--- config.mk ---
export PLATFORM = sky130hd
export DESIGN_NAME = fb_write_arbiter_flat
export DESIGN_NICKNAME = d
export VERILOG_FILES = /design/src/rtl/fb_write_arbiter_if.sv /design/src/rtl/fb_write_arbiter.sv /design/src/flat_wrapper.sv
export SDC_FILE = /design/constraint.sdc
export NUM_CORES = 1
export LEC_CHECK = 0
export CAP_MARGIN = 20
export CELL_PAD_IN_SITES_DETAIL_PLACEMENT = 0
export CELL_PAD_IN_SITES_GLOBAL_PLACEMENT = 1
export CORE_MARGIN = 2
export CORE_UTILIZATION = 32
export CTS_BUF_LIST = sky130_fd_sc_hd__clkbuf_4
export DETAILED_ROUTE_END_ITERATION = 12
export GPL_TIMING_DRIVEN = 1
export PLACE_DENSITY = 0.61
export SYNTH_ARGS = -nofsm -noshare
export SYNTH_HDL_FRONTEND = slang
export SYNTH_SLANG_ARGS = --single-unit
--- constraint.sdc ---
create_clock -name clk -period 2.95 [get_ports clk]
set_clock_uncertainty 0.2 [all_clocks]
set_input_delay 0.59 -clock clk [delete_from_list [all_inputs] [get_ports clk]]
set_output_delay 0.59 -clock clk [all_outputs]
set_load 0.005 [all_outputs]
--- src/rtl/fb_write_arbiter_if.sv ---
// rtl/fb_write_arbiter_if.sv - requester, fill-control and framebuffer write signals of fb_write_arbiter
interface fb_write_arbiter_if #(
  parameter int ADDR_W = 12,
  parameter int DATA_W = 8
);
  logic              cpu_valid;
  logic [ADDR_W-1:0] cpu_addr;
  logic [DATA_W-1:0] cpu_data;
  logic              cpu_ready;
  logic              aux_valid;
  logic [ADDR_W-1:0] aux_addr;
  logic [DATA_W-1:0] aux_data;
  logic              aux_ready;
  logic              fill_start;
  logic [DATA_W-1:0] fill_value;
  logic              fill_busy;
  logic              fill_done;
  logic [ADDR_W-1:0] fb_addr;
  logic [DATA_W-1:0] fb_data;
  logic              fb_we;

  modport master (
    output cpu_valid, cpu_addr, cpu_data, aux_valid, aux_addr, aux_data,
           fill_start, fill_value,
    input  cpu_ready, aux_ready, fill_busy, fill_done, fb_addr, fb_data, fb_we
  );

  modport slave (
    input  cpu_valid, cpu_addr, cpu_data, aux_valid, aux_addr, aux_data,
           fill_start, fill_value,
    output cpu_ready, aux_ready, fill_busy, fill_done, fb_addr, fb_data, fb_we
  );
endinterface

--- src/rtl/fb_write_arbiter.sv ---
// rtl/fb_write_arbiter.sv - round-robin CPU/AUX/FILL arbiter for the framebuffer write port; FB_ARB_FILL_EN enables the fill engine
module fb_write_arbiter #(
  parameter int ADDR_W     = 12,
  parameter int DATA_W     = 8,
  parameter int FB_DEPTH   = 4096,
  parameter int FIFO_DEPTH = 4
) (
  input logic             clk,
  input logic             rst_n,
  fb_write_arbiter_if.slave bus
);
  localparam int PTR_W = $clog2(FIFO_DEPTH);
  localparam int CNT_W = PTR_W + 1;

  typedef enum logic [1:0] {
    SRC_CPU  = 2'd0,
    SRC_AUX  = 2'd1,
    SRC_FILL = 2'd2,
    SRC_NONE = 2'd3
  } src_t;

  src_t rr_ptr;
  src_t grant;

  // ---------------- CPU write FIFO ----------------
  logic [ADDR_W-1:0] fifo_addr [FIFO_DEPTH];
  logic [DATA_W-1:0] fifo_data [FIFO_DEPTH];
  logic [PTR_W-1:0]  wr_ptr;
  logic [PTR_W-1:0]  rd_ptr;
  logic [CNT_W-1:0]  count;
  logic              cpu_ready;
  logic              push;
  logic              pop;
  logic              fifo_nonempty;

  // Ready looks only at the registered count, so a same-cycle pop never frees a slot.
  assign cpu_ready     = (count != CNT_W'(FIFO_DEPTH));
  assign fifo_nonempty = (count != '0);
  assign push          = bus.cpu_valid & cpu_ready;
  assign pop           = (grant == SRC_CPU);

  always_ff @(posedge clk) begin
    if (push) begin
      fifo_addr[wr_ptr] <= bus.cpu_addr;
      fifo_data[wr_ptr] <= bus.cpu_data;
    end
  end

  always_ff @(posedge clk or negedge rst_n) begin
    if (!rst_n) begin
      wr_ptr <= '0;
      rd_ptr <= '0;
      count  <= '0;
    end else begin
      if (push) wr_ptr <= wr_ptr + 1'b1;
      if (pop)  rd_ptr <= rd_ptr + 1'b1;
      case ({push, pop})
        2'b10:   count <= count + 1'b1;
        2'b01:   count <= count - 1'b1;
        default: count <= count;
      endcase
    end
  end

  // ---------------- fill engine ----------------
  logic              fill_busy;
  logic [ADDR_W-1:0] fill_idx;
  logic [DATA_W-1:0] fill_val;
  logic              fill_last;

`ifdef FB_ARB_FILL_EN
  typedef enum logic {
    FILL_IDLE = 1'b0,
    FILL_BUSY = 1'b1
  } fill_state_t;

  fill_state_t       fill_state;
  fill_state_t       fill_state_nxt;
  logic [ADDR_W-1:0] fill_idx_nxt;
  logic [DATA_W-1:0] fill_val_nxt;

  always_ff @(posedge clk or negedge rst_n) begin
    if (!rst_n) begin
      fill_state <= FILL_IDLE;
      fill_idx   <= '0;
      fill_val   <= '0;
    end else begin
      fill_state <= fill_state_nxt;
      fill_idx   <= fill_idx_nxt;
      fill_val   <= fill_val_nxt;
    end
  end

  always_comb begin
    fill_state_nxt = fill_state;
    fill_idx_nxt   = fill_idx;
    fill_val_nxt   = fill_val;
    case (fill_state)
      FILL_IDLE: begin
        if (bus.fill_start) begin
          fill_state_nxt = FILL_BUSY;
          fill_idx_nxt   = '0;
          fill_val_nxt   = bus.fill_value;
        end
      end
      FILL_BUSY: begin
        // A start request while busy is deliberately not looked at here.
        if (grant == SRC_FILL) begin
          if (fill_last) fill_state_nxt = FILL_IDLE;
          else           fill_idx_nxt   = fill_idx + 1'b1;
        end
      end
      default: fill_state_nxt = FILL_IDLE;
    endcase
  end

  assign fill_busy = (fill_state == FILL_BUSY);
`else
  wire unused_fill_inputs = ^{bus.fill_start, bus.fill_value};

  assign fill_busy = 1'b0;
  assign fill_idx  = '0;
  assign fill_val  = '0;
`endif

  assign fill_last = (fill_idx == ADDR_W'(FB_DEPTH - 1));

  // ---------------- round-robin grant ----------------
  function automatic src_t next_src(input src_t s);
`ifdef FB_ARB_FILL_EN
    case (s)
      SRC_CPU: next_src = SRC_AUX;
      SRC_AUX: next_src = SRC_FILL;
      default: next_src = SRC_CPU;
    endcase
`else
    case (s)
      SRC_CPU: next_src = SRC_AUX;
      default: next_src = SRC_CPU;
    endcase
`endif
  endfunction

  logic [3:0] reqs;
  src_t       cand;

  always_comb begin
    reqs  = {1'b0, fill_busy, bus.aux_valid, fifo_nonempty};
    grant = SRC_NONE;
    cand  = rr_ptr;
    for (int i = 0; i < 3; i++) begin
      if (grant == SRC_NONE && reqs[cand]) grant = cand;
      cand = next_src(cand);
    end
  end

  // rr_ptr names the source searched first; it moves only when someone is granted.
  always_ff @(posedge clk or negedge rst_n) begin
    if (!rst_n)                 rr_ptr <= SRC_CPU;
    else if (grant != SRC_NONE) rr_ptr <= next_src(grant);
  end

  // ---------------- registered framebuffer port ----------------
  logic [ADDR_W-1:0] fb_addr_q;
  logic [DATA_W-1:0] fb_data_q;
  logic              fb_we_q;
  logic              fill_done_q;
  logic [ADDR_W-1:0] wr_addr;
  logic [DATA_W-1:0] wr_data;

  always_comb begin
    wr_addr = fb_addr_q;
    wr_data = fb_data_q;
    case (grant)
      SRC_CPU: begin
        wr_addr = fifo_addr[rd_ptr];
        wr_data = fifo_data[rd_ptr];
      end
      SRC_AUX: begin
        wr_addr = bus.aux_addr;
        wr_data = bus.aux_data;
      end
      SRC_FILL: begin
        wr_addr = fill_idx;
        wr_data = fill_val;
      end
      default: ;
    endcase
  end

  always_ff @(posedge clk or negedge rst_n) begin
    if (!rst_n) begin
      fb_addr_q   <= '0;
      fb_data_q   <= '0;
      fb_we_q     <= 1'b0;
      fill_done_q <= 1'b0;
    end else begin
      fb_addr_q   <= wr_addr;
      fb_data_q   <= wr_data;
      fb_we_q     <= (grant != SRC_NONE);
      fill_done_q <= (grant == SRC_FILL) && fill_last;
    end
  end

  assign bus.cpu_ready = cpu_ready;
  assign bus.aux_ready = (grant == SRC_AUX);
  assign bus.fill_busy = fill_busy;
  assign bus.fill_done = fill_done_q;
  assign bus.fb_addr   = fb_addr_q;
  assign bus.fb_data   = fb_data_q;
  assign bus.fb_we     = fb_we_q;
endmodule

--- src/flat_wrapper.sv ---
// flat-port wrapper written by rule: the top's interface ports become plain ports
module fb_write_arbiter_flat 
#(
  parameter int ADDR_W     = 12,
  parameter int DATA_W     = 8,
  parameter int FB_DEPTH   = 4096,
  parameter int FIFO_DEPTH = 4
)
  (clk, rst_n, bus_cpu_valid, bus_cpu_addr, bus_cpu_data, bus_aux_valid, bus_aux_addr, bus_aux_data, bus_fill_start, bus_fill_value, bus_cpu_ready, bus_aux_ready, bus_fill_busy, bus_fill_done, bus_fb_addr, bus_fb_data, bus_fb_we);
  fb_write_arbiter_if #(.ADDR_W(ADDR_W), .DATA_W(DATA_W)) bus_i ();
  input logic clk;
  input logic rst_n;
  input wire logic [$bits(bus_i.cpu_valid)-1:0] bus_cpu_valid;
  input wire logic [$bits(bus_i.cpu_addr)-1:0] bus_cpu_addr;
  input wire logic [$bits(bus_i.cpu_data)-1:0] bus_cpu_data;
  input wire logic [$bits(bus_i.aux_valid)-1:0] bus_aux_valid;
  input wire logic [$bits(bus_i.aux_addr)-1:0] bus_aux_addr;
  input wire logic [$bits(bus_i.aux_data)-1:0] bus_aux_data;
  input wire logic [$bits(bus_i.fill_start)-1:0] bus_fill_start;
  input wire logic [$bits(bus_i.fill_value)-1:0] bus_fill_value;
  output wire logic [$bits(bus_i.cpu_ready)-1:0] bus_cpu_ready;
  output wire logic [$bits(bus_i.aux_ready)-1:0] bus_aux_ready;
  output wire logic [$bits(bus_i.fill_busy)-1:0] bus_fill_busy;
  output wire logic [$bits(bus_i.fill_done)-1:0] bus_fill_done;
  output wire logic [$bits(bus_i.fb_addr)-1:0] bus_fb_addr;
  output wire logic [$bits(bus_i.fb_data)-1:0] bus_fb_data;
  output wire logic [$bits(bus_i.fb_we)-1:0] bus_fb_we;
  assign bus_i.cpu_valid = bus_cpu_valid;
  assign bus_i.cpu_addr = bus_cpu_addr;
  assign bus_i.cpu_data = bus_cpu_data;
  assign bus_i.aux_valid = bus_aux_valid;
  assign bus_i.aux_addr = bus_aux_addr;
  assign bus_i.aux_data = bus_aux_data;
  assign bus_i.fill_start = bus_fill_start;
  assign bus_i.fill_value = bus_fill_value;
  assign bus_cpu_ready = bus_i.cpu_ready;
  assign bus_aux_ready = bus_i.aux_ready;
  assign bus_fill_busy = bus_i.fill_busy;
  assign bus_fill_done = bus_i.fill_done;
  assign bus_fb_addr = bus_i.fb_addr;
  assign bus_fb_data = bus_i.fb_data;
  assign bus_fb_we = bus_i.fb_we;
  fb_write_arbiter #(.ADDR_W(ADDR_W), .DATA_W(DATA_W), .FB_DEPTH(FB_DEPTH), .FIFO_DEPTH(FIFO_DEPTH)) u_core (.clk(clk), .rst_n(rst_n), .bus(bus_i));
endmodule
-- Word level (Yosys, flattened, before mapping)
Memories as Yosys holds them, arrays and structs flattened.
Index checks and enable logic that the tools add are counted.
- RAM bits: 80
- bits in registers: 30
- memories: 2
- order comparisons: 3
- add/subtract/negate cells: 4
- multiplexer cells: 17
- reduce and logical (&&, ||, !) cells: 8
- bitwise logic cells: 1
- eq/ne operators: 8
- memory list (name ; words ; width ; rd ports ; clocked after Yosys merged registers in ; wr ports ; RTL line ; source):
    u_core.fifo_addr ; 4 ; 12 ; 1 ; 0 ; 1 ; fb_write_arbiter.sv:26 ; logic [ADDR_W-1:0] fifo_addr [FIFO_DEPTH];
    u_core.fifo_data ; 4 ; 8 ; 1 ; 0 ; 1 ; fb_write_arbiter.sv:27 ; logic [DATA_W-1:0] fifo_data [FIFO_DEPTH];
- operators with widths (operator ; number):
    $pmux 12 s3 ; 1
    $pmux 8 s3 ; 1
    $eq 2x2->1 const B ; 4
    $mux 1 ; 8
    $bmux 1 s2 ; 3
    $logic_not 2->1 ; 3
    $lt 1x3->1 const B ; 2
    $mux 2 ; 3
    $pmux 3 s2 ; 1
    $reduce_bool 3->1 ; 2
    $add 2x1->2 const B ; 2
    $eq 2x1->1 const B ; 2
    $add 3x1->3 const B ; 1
    $lt 2x3->1 const B ; 1
    $ne 3x3->1 const B ; 1
    $sub 3x1->3 const B ; 1
    $logic_and 1x1->1 ; 2
    $ne 2x2->1 const B ; 1
    $reduce_bool 2->1 ; 1
    $and 1x1->1 ; 1

-- Depth between registers and ports, before layout
Gate-level depths: netlist (run 1).
- depth after elaboration: 13
- mapped depth: 10

-- Worst setup path after synthesis (run 1)
OpenSTA, ideal clock, no wires.
- path type: input to register
- start: input port bus_aux_valid
- end: register u_core.count[2]
- buffers on the path: 0
- required time: 2.671 ns
- arrival time: 2.011 ns
- setup slack: 0.660 ns
- cell stages on the path: 9
- path through: a21o_1 > inv_1 > ha_1 > ha_1 > inv_1 > fa_1 > xor2_1 > nor2_1 > xor2_1
- word-level cells in the longest chain between the ends: 12
- elaborated cells between the ends (all ways): 18
- classes of those cells: eq/ne: 4; mux: 10; reduce/logical: 4
- RTL lines (what ; RTL line ; source):
    start, declared ; flat_wrapper.sv:16 ; input wire logic [$bits(bus_i.aux_valid)-1:0] bus_aux_valid;
    $bmux 1 s2 ; fb_write_arbiter.sv:152 ; if (grant == SRC_NONE && reqs[cand]) grant = cand;
    $mux 1 (implied by the code) ; fb_write_arbiter.sv:152 ;
    $mux 2 ; fb_write_arbiter.sv:152 ;
    $eq 2x2->1 ; fb_write_arbiter.sv:152 ;
    $logic_and 1x1->1 ; fb_write_arbiter.sv:152 ;
    $mux 2 ; fb_write_arbiter.sv:152 ;
    $eq 2x2->1 ; fb_write_arbiter.sv:152 ;
    $logic_and 1x1->1 ; fb_write_arbiter.sv:152 ;
    $mux 2 (*) ; fb_write_arbiter.sv:152 ;
    $logic_not 2->1 (*) ; fb_write_arbiter.sv:40 ; assign pop = (grant == SRC_CPU);
    net u_core.pop ; fb_write_arbiter.sv:33 ; logic pop;
    $eq 2x1->1 or $eq 2x2->1 (tied branches) ; fb_write_arbiter.sv:57 ; case ({push, pop})
    $pmux 3 s2 or $reduce_bool 2->1 (tied branches) ; - ;
    end signal, assigned ; fb_write_arbiter.sv:58 ; 2'b10: count <= count + 1'b1;
    end signal, assigned ; fb_write_arbiter.sv:59 ; 2'b01: count <= count - 1'b1;
    end signal, assigned ; fb_write_arbiter.sv:60 ; default: count <= count;
    end, declared ; fb_write_arbiter.sv:30 ; logic [CNT_W-1:0] count;
Mark *: on every way through the listed nets, which the timed path passes. The rest lies on a longest branch. The select of a mux whose other input is x is not followed.
A chain may end at the register's enable or synchronous reset.

-- Worst setup path after layout (run 1)
- start: register u_core.count[0]
- end: output port bus_aux_ready
- word-level cells in the longest chain between the ends: 11
- elaborated cells between the ends (all ways): 15
- classes of those cells: eq/ne: 3; mux: 9; reduce/logical: 3
- RTL lines (what ; RTL line ; source):
    $reduce_bool 3->1 (*) ; fb_write_arbiter.sv:38 ; assign fifo_nonempty = (count != '0);
    $bmux 1 s2 ; fb_write_arbiter.sv:152 ;
    $mux 1 (implied by the code) ; fb_write_arbiter.sv:152 ;
    $mux 2 ; fb_write_arbiter.sv:152 ;
    $eq 2x2->1 ; fb_write_arbiter.sv:152 ;
    $logic_and 1x1->1 ; fb_write_arbiter.sv:152 ;
    $mux 2 ; fb_write_arbiter.sv:152 ;
    $eq 2x2->1 ; fb_write_arbiter.sv:152 ;
    $logic_and 1x1->1 ; fb_write_arbiter.sv:152 ;
    $mux 2 (*) ; fb_write_arbiter.sv:152 ;
    $eq 2x1->1 (*) ; fb_write_arbiter.sv:206 ; assign bus.aux_ready = (grant == SRC_AUX);
    end, declared ; flat_wrapper.sv:22 ; output wire logic [$bits(bus_i.aux_ready)-1:0] bus_aux_ready;
Mark *: on every way between the ends. The rest lies on a longest branch, timed or not. The select of a mux whose other input is x is not followed.

==> results of run 1 <==
critical path, cell delays in order, from the launching register on:
cell,delay [ns]
dfrtp_1,0.44
nor3_1,0.26
a21o_1,0.16
ha_1,0.18
clkdlybuf4s50_1,0.50
cell families after synthesis:
family,after synthesis
muxes,23
AOI/OAI and AO/OA,20
adders and majority gates,9
other,1
and+or+nand+nor,69
DFF,109
xor gates and xnor gates,6
buffers and inverters,24
worst min-delay path by stage:
| stage | start | end | slack (ns) | cells past startpoint |
|---|---|---|---|---|
| detailed placement | u_core.count[2] | u_core.count[2] | 0.28 | 1 |
| floorplan | rst_n | u_core.bus.fb_addr[0] | 0.09 | 0 |
| CTS | u_core.count[2] | u_core.count[2] | 0.30 | 1 |
| global route | rst_n | u_core.bus.fb_data[7] | 0.33 | 2 |
| finish | u_core.count[2] | u_core.count[2] | 0.29 | 1 |
| global placement | u_core.bus.fb_addr[4] | u_core.bus.fb_addr[4] | 0.27 | 2 |
routing by layer:
layer  up-vias  global-route usage (%)  wire length, um
li1       1140                       -                -
met3        10                    2.02              268
met2        50                    20.9             4380
met5         -                       0                0
met4         0                    5.60              147
met1      1187                    17.1             3970
final cells by class:
type / count / area (um2)
Clock buffer: 9 / 67.6
Sequential cell: 109 / 3130
Fill cell: 1236 / 7900
Clock inverter: 7 / 65.1
Multi-Input combinational cell: 129 / 1180
Antenna cell: 1 / 2.50
Inverter: 9 / 33.8
Timing Repair Buffer: 78 / 751
Tap cell: 176 / 220
sequential cells by signal, indices dropped and copies added, names as in the netlist:
signal / flops
u_core.rr_ptr: 1
u_core.wr_ptr: 2
u_core.fifo_addr: 48
u_core.fifo_data: 32
u_core.bus.fb_data: 8
u_core.rd_ptr: 2
u_core.count: 3
u_core.bus.fb_addr: 12
u_core.bus.fb_we: 1
power by group:
| part | leakage [nW] | switching [W] | internal (W) |
|---|---|---|---|
| logic | 0.859 | 0.000951 | 0.00101 |
| registers | 1.08 | 0.000179 | 0.00210 |
| clock network | 0.0735 | 0.000463 | 0.000255 |
through the flow:
stage | util (%) | hold slack, ns
after floorplan | - | 0.0944
after global placement | 39.8 | 0.273
final | 40.8 | 0.294
after global routing | 40.8 | 0.330
after detailed placement | 39.8 | 0.280
after CTS | 40.8 | 0.300
Yosys cell counts (all sizes together):
| master | count |
|---|---|
| nand2b | 1 |
| mux4 | 20 |
| and3 | 4 |
| dfrtp | 29 |
| conb | 1 |
| edfxtp | 80 |
| nand2 | 41 |
| nand4b | 1 |
| a32oi | 4 |
| a21oi | 15 |
| mux2 | 2 |
| ha | 8 |
| a21o | 1 |
| inv | 9 |
| nand3 | 1 |
| nor2b | 1 |
| mux2i | 1 |
| buf | 7 |
| xor2 | 3 |
| clkbuf | 8 |
| nor3 | 1 |
| and2 | 1 |
| fa | 1 |
| nor4bb | 15 |
| or3b | 1 |
| nor2 | 2 |
| xnor2 | 3 |
==> summary.md, run 1 <==
| Metric | Value |
|---|---|
| Status | finished clean |
| Cts hold-fix bufs | 0 |
| Starting Density | between 30% and 40% |
| IO Count | 78 |
| Reg2Reg Depth | 7 |
| Area fraction in compound gates after synthesis | 2.67% |
| F_max | around 360 MHz |
| Yosys top cell area share | 54.5% |
| Mux share of post-synthesis cell area | between 10% and 20% |
| Reg-to-Reg End | u_core.bus.fb_data[1] |
| PD cells | between 900 and 1000 nW/um2 |
| Total negative slack | 0 ns |
| Static Leak | between 2 and 2.5 nW |
| Worst Setup EP | bus_aux_ready |
| Clock transition at path regs | approximately 0.15 ns |
| Avg Cell Area, Syn | ~17 um2 |
| Commonest non-fill, non-tap cell in the layout | edfxtp_1 |
| Die Span X | 121 um |
| Measured slew at the worst slew-check pin | about 0.57 ns |
| Synth Area in Adders | between 2 and 3% |
| Layout area overhead | 23.5% |
| Synthesized cell area | approximately 4400 um2 |
| Ys Warns | 0 |
| CTS tree | yes |
| Final setup vio count | 0 |
| Worst setup margin | around 0.19 ns |
| Most frequent cells in the layout | edfxtp_1 (80), clkdlybuf4s50_1 (66), nand2_1 (41) |
| Worst vdd ir | around 0.23 mV |
| Hold Path Class | reg -> reg |
| First-pass DRT Iterations | 4 |
| Post-route DRC | 0 |
| Reg-to-reg startpoint | u_core.count[0] |
| H-Tree Depth | 3 |
| Post-route cell area | 5450 um2 |
| CTS Sinks | 109 |
| Final period util | roughly 93% |
| GRT Overall Usage | between 10% and 20% |
| Non-Filler Instances | 518 |
| Drt total wl | 8.77 mm |
| Core box area | around 13000 um2 |
| Root Driver | clkbuf_4 |
| Fin nets | about 400 |
| Kind of critical path | reg -> out |
| Hpwl dp | roughly 5.8 mm |
| Wirelength per Cell | ~17 um |
| Slew headroom | between 60 and 70% |
| Total power draw | 0.00495 W |
| Synth top area cells | edfxtp_1 (54%), dfrtp_1 (16%), mux4_2 (10%) |
| Crit Path Max Fanout | 4 |
| Vias per Instance | ~4.6 |
| Port bufs | 66 |
| Largest family of logic cells by synthesized area | multiplexers |
| Post-synth top area cell | edfxtp_1 |
| Share of layout cells above drive strength 1 | between 10% and 20% |
| GR Overflow Total | 0 |
| Clk_lat worst skew | 0.43 ns |
| Post-Syn Instances | 261 |
| DR iter-0 viols | 76 |
| Pins Over Slew Limit | 0 |
| Dpl ws | about 0.14 ns |
| Initial antenna violation count | 1 |
| Post-CTS sizing | 0 |
| Die Y | between 100 and 150 um |
| Final Critical Period | between 2 and 3 ns |
| Die area | between 10000 and 15000 um2 |
| Largest net degree at the start of global routing | 30 |
| Clock Tree Buf Depth | 2 |
| Critical Path RT | about 2.2 ns |
| Placed insts | approximately 500 |
| CP Launch Point | u_core.count[0] |
| Routability Congestion | 0.722 |
| # rows | 42 |
| Placed cell area | 5310 um2 |
| Routed Antenna Nets | 0 |
| Crit path DAT | a little under 2 ns |
| Startpoint Class | flop |
| Synthesized flop and latch total | 109 |
| Post-CTS setup buffers | 0 |
| R2R setup slack | 0.58 ns |
| Maxcap violations | 0 |
| Post-Synth Simple-Gate Area | between 8 and 9% |
| Vias | ~2400 |
| Post-Synth XOR/XNOR Area | approximately 1.2% |
| Vias in the first global route | approximately 2600 |
| RSZ-0062 raised after global routing | false |
| Crit end category | output port |
| First-pass GRT wire length | between 10 and 15 mm |
| Seq/Total Area, Yosys | 71.0% |
| Netlist cell types | 30 |
| Fin. Hold Viols | 0 |
| CTS buffer count | 9 |
No activity file was read; power rests on OpenSTA's default activity.
==> inputs of run 2 (changes only) <==
--- a/config.mk
+++ b/config.mk
@@ -5,15 +5,17 @@
 export SDC_FILE = /design/constraint.sdc
 export NUM_CORES = 1
 export LEC_CHECK = 0
+export ABC_AREA = 1
 export CAP_MARGIN = 20
 export CELL_PAD_IN_SITES_DETAIL_PLACEMENT = 0
 export CELL_PAD_IN_SITES_GLOBAL_PLACEMENT = 1
-export CORE_MARGIN = 2
+export CORE_ASPECT_RATIO = 2
+export CORE_MARGIN = 5
 export CORE_UTILIZATION = 32
 export CTS_BUF_LIST = sky130_fd_sc_hd__clkbuf_4
 export DETAILED_ROUTE_END_ITERATION = 12
 export GPL_TIMING_DRIVEN = 1
-export PLACE_DENSITY = 0.61
+export PLACE_DENSITY = 0.64
 export SYNTH_ARGS = -nofsm -noshare
 export SYNTH_HDL_FRONTEND = slang
 export SYNTH_SLANG_ARGS = --single-unit
==> run 2 against run 1 <==
Effect of this change:
- final cell count increased by 37%
- design area increased by 4.1%
- worst hold slack improved by 0.0017 ns
- total power increased by 11%
- non-clock buffer count increased by 2
- critical path type unchanged
- critical endpoint unchanged
==> summary.md, run 2 <==
| Metric | Value |
|---|---|
| Status | finished clean |
| Largest net degree at the start of global routing | 43 (+43%) |
| Hpwl dp | 7.23 mm (+25%) |
| Post-synth top area cell | edfxtp_1 |
| Seq/Total Area, Yosys | 66.5% (-4.4 points) |
| Slew headroom | 47.1% (-15 points) |
| Worst vdd ir | 0.654 mV (+190%) |
| Clk_lat worst skew | 0.44 ns (about the same) |
| Static Leak | 2.27 nW (+13%) |
| IO Count | 78 (unchanged) |
| Drt total wl | 10.8 mm (+23%) |
| Die Y | 181 um (+49%) |
| Clock Tree Buf Depth | 2 (unchanged) |
| Pins Over Slew Limit | 0 (unchanged) |
| Crit end category | output port |
| Crit path DAT | 2.00 ns (+0.03 ns) |
| Root Driver | clkbuf_4 |
| Post-synth top cells | nand2_1 (199), edfxtp_1 (80), nand3_1 (41) |
| DR iter-0 viols | 98 (+29%) |
| Vias in the first global route | 3156 (+23%) |
| Finished Core Util | 39.3% (-1.5 points) |
| Layout area overhead | 20.5% |
| Synth top area cells | edfxtp_1 (51%), nand2_1 (16%), dfrtp_1 (15%) |
| Core box area | 14400 um2 (+8.1%) |
| Kind of critical path | reg -> out |
| Fin nets | 576 (+45%) |
| Most frequent cells in the layout | nand2_1 (199), edfxtp_1 (80), clkdlybuf4s50_1 (66) |
| Final Critical Period | 2.79 ns (+0.0353 ns) |
| Starting Density | 32.6% (-0.44 points) |
| Most common cell in the netlist | nand2_1 |
| Measured slew at the worst slew-check pin | 0.792 ns (+0.223 ns) |
| GR Overflow Total | 0 (unchanged) |
| Final setup vio count | 0 (unchanged) |
| Final period util | 94.6% (+1.2 points) |
| Largest register FFs | 48 (unchanged) |
| Startpoint Class | flop |
| Total negative slack | 0 ns (unchanged) |
| Vias per Instance | 4.40 (-4.5%) |
| Post-Syn Instances | 448 (+72%) |
| Avg Cell Area, Syn | 10.5 um2 (-38%) |
| CTS tree | yes |
| Routed Antenna Nets | 0 (unchanged) |
| Post-CTS sizing | 0 (unchanged) |
| Wirelength per Cell | 15.1 um (-11%) |
| Routability Congestion | 0.735 (+1.8%) |
| Ys Warns | 0 (unchanged) |
| Synthesized flop and latch total | 109 (unchanged) |
| Fillers | 1459 (+18%) |
| First-pass GRT wire length | 16.7 mm (+20%) |
| Post-route DRC | 0 (unchanged) |
| Critical Path RT | 2.16 ns (about the same) |
| CTS buffer count | 9 (unchanged) |
| Crit Path Max Fanout | 3 (-1) |
| RSZ-0062 raised after global routing | false |
| GRT Overall Usage | 13.2% (+0.34 points) |
| Post-route cell area | 5670 um2 (+4.1%) |
| Number of flops mapped to enable cells by yosys | 80 (unchanged) |
| Die area | 17400 um2 (+18%) |
| HP Start | u_core.bus.fb_addr[1] |
| Maxcap violations | 0 (unchanged) |
| Post-CTS setup buffers | 0 (unchanged) |
| First-pass DRT Iterations | 4 (unchanged) |
| PD cells | 973 nW/um2 (+7.0%) |
| Share of layout cells above drive strength 1 | 8.67% (-7.5 points) |
| Largest Register | u_core.fifo_addr |
| Hold Path Class | reg -> reg |
| Yosys top cell area share | 51.1% (-3.4 points) |
| Vias | 3134 (+31%) |
| Commonest non-fill, non-tap cell in the layout | nand2_1 |
| Top FF cell, synth | edfxtp_1 |
| CP Launch Point | u_core.count[0] |
| Reg-to-reg startpoint | u_core.count[0] |
| Placed cell area | 5550 um2 (+4.5%) |
| Clock transition at path regs | 0.15 ns (about the same) |
| Netlist cell types | 21 (-30%) |
| Initial antenna violation count | 1 (unchanged) |
| Die Span X | 95.7 um (-21%) |
| CTS Sinks | 109 (unchanged) |
| Fin. Hold Viols | 0 (unchanged) |
| Cts hold-fix bufs | 0 (unchanged) |
| H-Tree Depth | 3 (unchanged) |
| Port bufs | 66 (unchanged) |
| Async SR Flop Fraction | 26.6% (unchanged) |
| F_max | 358 MHz (-1.3%) |
| # rows | 62 (+48%) |
| Synthesized cell area | 4700 um2 (+6.7%) |
## run 2: cell types whose count changed after synthesis, sizes merged, moves of 2 or more
cell,change
nand2,+169
nand3,+40
mux4,-20
nor4bb,-15
buf,+13
inv,+7
a21oi,+6
nor2,+6
a32oi,-4
and3,-4
clkbuf,-2
mux2,-2
## run 2: per-layer routing
layer	vias to the layer above	GRT usage [%]	routed length (um)
met3	14	2.36	357
met2	53	25.6	6380
met1	1476	13.1	3790
met5	-	0	0
li1	1591	-	-
met4	0	5.25	238
## run 2: critical path, stage by stage (launching register included)
cell and delay [ns]:
dfrtp_1 0.44, nor3_1 0.18, inv_1 0.07, nor2_1 0.13, inv_1 0.08, ha_1 0.21
clkdlybuf4s50_1 0.46
## run 2: cells by family after synthesis
logic type      Yosys count  share of synthesized area (%)
buf+inv                  42                           5.11
fa+ha+maj                 9                           2.55
xor+xnor                  5                          0.932
simple gates            260                           22.5
compound gates           22                           2.34
flops                   109                           66.5
other cells               1                         0.0798
## run 2: final cells by class
class	count	area, um2	share of cell area (%)
Antenna cell	1	2.50	0.0442
Sequential cell	109	3130	55.2
Clock buffer	9	67.6	1.19
Timing Repair Buffer	80	766	13.5
Inverter	16	65.1	1.15
Tap cell	192	240	4.24
Multi-Input combinational cell	298	1350	23.8
Clock inverter	7	50.0	0.883
## run 2: path summary, 6_finish.rpt
| path | endpoint | slack (ns) | cells past startpoint |
|---|---|---|---|
| min in group asynchronous | u_core.bus.fb_addr[3] | 0.32 | 2 |
| worst min register to register | u_core.bus.fb_addr[1] | 0.30 | 2 |
| worst max-delay path | bus_aux_ready | 0.16 | 6 |
| worst max register to register | u_core.count[1] | 0.63 | 9 |
| worst min-delay path | u_core.bus.fb_addr[1] | 0.30 | 2 |
| max in group asynchronous | u_core.rr_ptr[0] | 1.91 | 2 |
## run 2: stage by stage
stage | total power, W | setup slack, ns | instances | hold WS, ns
after CTS | 0.00564 | 0.0867 | 711 | 0.300
after detailed placement | 0.00498 | 0.183 | 695 | 0.264
after floorplan | 0.00400 | 0.790 | 449 | 0.0944
final | 0.00551 | 0.159 | 712 | 0.295
after global placement | 0.00493 | 0.219 | 695 | 0.260
after global routing | 0.00602 | 0.0110 | 712 | 0.313
## run 2: where the power goes
part           leakage (nW)  internal [W]  switching, W
clock                0.0600      0.000175      0.000468
sequential             1.07       0.00211      0.000167
combinational          1.14       0.00102       0.00157
total                  2.27       0.00330       0.00221
==> inputs of run 3 (changes only) <==
==> constraint.sdc (replaced) <==
create_clock -name clk -period 3.2 [get_ports clk]
set_clock_uncertainty 0.2 [all_clocks]
set_input_delay 0.64 -clock clk [delete_from_list [all_inputs] [get_ports clk]]
set_output_delay 0.64 -clock clk [all_outputs]
set_load 0.005 [all_outputs]
==> run 3 against run 2 <==
Effect of this change:
- register-to-register slack improved by 0.17 ns
- clock power up 3%
- critical path type unchanged
- via count up 0.38%
- largest cell class unchanged
- largest power group unchanged
==> summary.md, run 3 (synthesis gave the netlist of run 2 again) <==
| Metric | Value |
|---|---|
| Status | finished clean |
| Initial antenna violation count | 1 (unchanged) |
| Static Leak | 2.27 nW (-0.18%) |
| Starting Density | 32.6% (unchanged) |
| IO Count | 78 (unchanged) |
| CTS Sinks | 109 (unchanged) |
| Slew headroom | 40.9% (-6.3 points) |
| Port bufs | 66 (unchanged) |
| Die Y | 181 um (unchanged) |
| Hpwl dp | 7.19 mm (-0.53%) |
| Routed Antenna Nets | 0 (unchanged) |
| # rows | 62 (unchanged) |
| Fin. Hold Viols | 0 (unchanged) |
| Fillers | 1456 (-0.21%) |
| Placed insts | 692 (-0.43%) |
| GRT Overall Usage | 13.1% (-0.11 points) |
| Die area | 17400 um2 (unchanged) |
| Post-route DRC | 0 (unchanged) |
| Post-CTS sizing | 0 (unchanged) |
| Crit end category | output port |
| Drt total wl | 10.9 mm (+1.3%) |
| Clk_lat worst skew | 0.48 ns (+0.04 ns) |
| Root Driver | clkbuf_4 |
| Measured slew at the worst slew-check pin | 0.886 ns (+0.0941 ns) |
| Final setup vio count | 0 (unchanged) |
| Hold Path Class | reg -> reg |
| PD cells | 906 nW/um2 (-6.9%) |
| H-Tree Depth | 3 (unchanged) |
| Routability Congestion | 0.742 (+0.98%) |
| Final period util | between 80% and 90% |
| Pins Over Slew Limit | 0 (unchanged) |
| Maxcap violations | 0 (unchanged) |
| Multi-input logic area | 1350 um2 (unchanged) |
| CTS tree | yes |
| Core box area | 14400 um2 (unchanged) |
| Commonest non-fill, non-tap cell in the layout | nand2_1 |
| Clock Tree Buf Depth | 2 (unchanged) |
| Total negative slack | 0 ns (unchanged) |
| Vias in the first global route | 3150 (-0.19%) |
| Register Area | 3130 um2 (unchanged) |
| First-pass DRT Iterations | 5 (+1) |
| Crit path DAT | 2.04 ns (+0.04 ns) |
| Final Critical Period | approximately 2.9 ns |
| First-pass GRT wire length | 16.6 mm (-0.49%) |
| Non-Filler Instances | 709 (-0.42%) |
| Post-CTS setup buffers | 0 (unchanged) |
| Wirelength per Cell | 15.4 um (+1.7%) |
| Clock transition at path regs | 0.16 ns (about the same) |
| DR iter-0 viols | 132 (+35%) |
| Vias | 3146 (+0.38%) |
| Cts hold-fix bufs | 0 (unchanged) |
| RSZ-0062 raised after global routing | false |
| Kind of critical path | reg -> out |
| Most frequent cells in the layout | nand2_1 (199), edfxtp_1 (80), clkdlybuf4s50_1 (66) |
| Largest Register | u_core.fifo_addr |
| F_max | approximately 350 MHz |
| Layout area overhead | 20.3% |
| Share of layout cells above drive strength 1 | 8.33% (-0.34 points) |
| Critical Path RT | 2.36 ns (+0.20 ns) |
| Largest net degree at the start of global routing | 43 (unchanged) |
| Vias per Instance | 4.44 (+0.81%) |
| Startpoint Class | flop |
| Die Span X | 95.7 um (unchanged) |
| Fin nets | 573 (-0.52%) |
| Worst vdd ir | 0.501 mV (-23%) |
| Crit Path Max Fanout | 3 (unchanged) |
| Largest register FFs | 48 (unchanged) |
| CTS buffer count | 9 (unchanged) |
| GR Overflow Total | 0 (unchanged) |
[run 3: cell types whose count changed in the layout (fill, tap and decap cells not counted)]
cell,previous run,this run
inv_6,2,6
buf_4,14,11
clkinv_4,2,0
clkinv_1,1,0
clkinv_2,1,0
clkinvlp_4,2,1
inv_8,0,1
[run 3: metrics by stage]
step / hold slack [ns] / area, um2 / util [%] / setup slack [ns] / total power, W
6_report: 0.296 / 5660 / 39.2 / 0.325 / 0.00512
5_1_grt: 0.316 / 5660 / 39.2 / 0.113 / 0.00555
4_1_cts: 0.303 / 5650 / 39.2 / 0.263 / 0.00522
3_5_place_dp: 0.264 / 5520 / 38.3 / 0.327 / 0.00456
3_3_place_gp: 0.260 / 5520 / 38.3 / 0.369 / 0.00451
2_1_floorplan: 0.144 / 4710 / - / 0.990 / 0.00369
[run 3: final timing paths]
kind | start | cells past startpoint | slack [ns] | endpoint
max in group asynchronous | rst_n | 2 | 2.14 | u_core.wr_ptr[0]
worst min register to register | u_core.bus.fb_addr[4] | 2 | 0.30 | u_core.bus.fb_addr[4]
worst max register to register | u_core.count[0] | 9 | 0.80 | u_core.count[1]
worst min-delay path | u_core.bus.fb_addr[4] | 2 | 0.30 | u_core.bus.fb_addr[4]
worst max-delay path | u_core.count[0] | 6 | 0.32 | bus_aux_ready
min in group asynchronous | rst_n | 2 | 0.32 | u_core.bus.fb_addr[5]
[run 3: final cells by class]
class	count	area share (%)
repair buffers	77	13.1
clock inverters	7	1.11
well taps	192	4.25
clock buffers	9	1.19
inverters	16	1.15
diodes	1	0.0442
multi-input cells	298	23.8
flip-flops and latches	109	55.3
[run 3: critical path, cell delays in order (launching register included)]
cell and delay, ns:
dfrtp_1 0.44, nor3_1 0.18, inv_1 0.07, nor2_1 0.13, inv_1 0.08, ha_1 0.22, clkdlybuf4s50_1 0.45
[run 3: report_power, final]
group | switching [W] | internal (W) | leakage, nW | total, W
logic | 0.00145 | 0.000907 | 1.13 | 0.00236
registers | 0.000159 | 0.00194 | 1.07 | 0.00210
clock network | 0.000482 | 0.000180 | 0.0703 | 0.000661
[run 3: layer usage]
layer	GRT usage (%)	routed length [um]	vias up
li1	-	-	1590
met1	12.9	3820	1470
met2	25.8	6480	72
met3	2.44	407	14
met4	4.68	196	0
met5	0	0	-
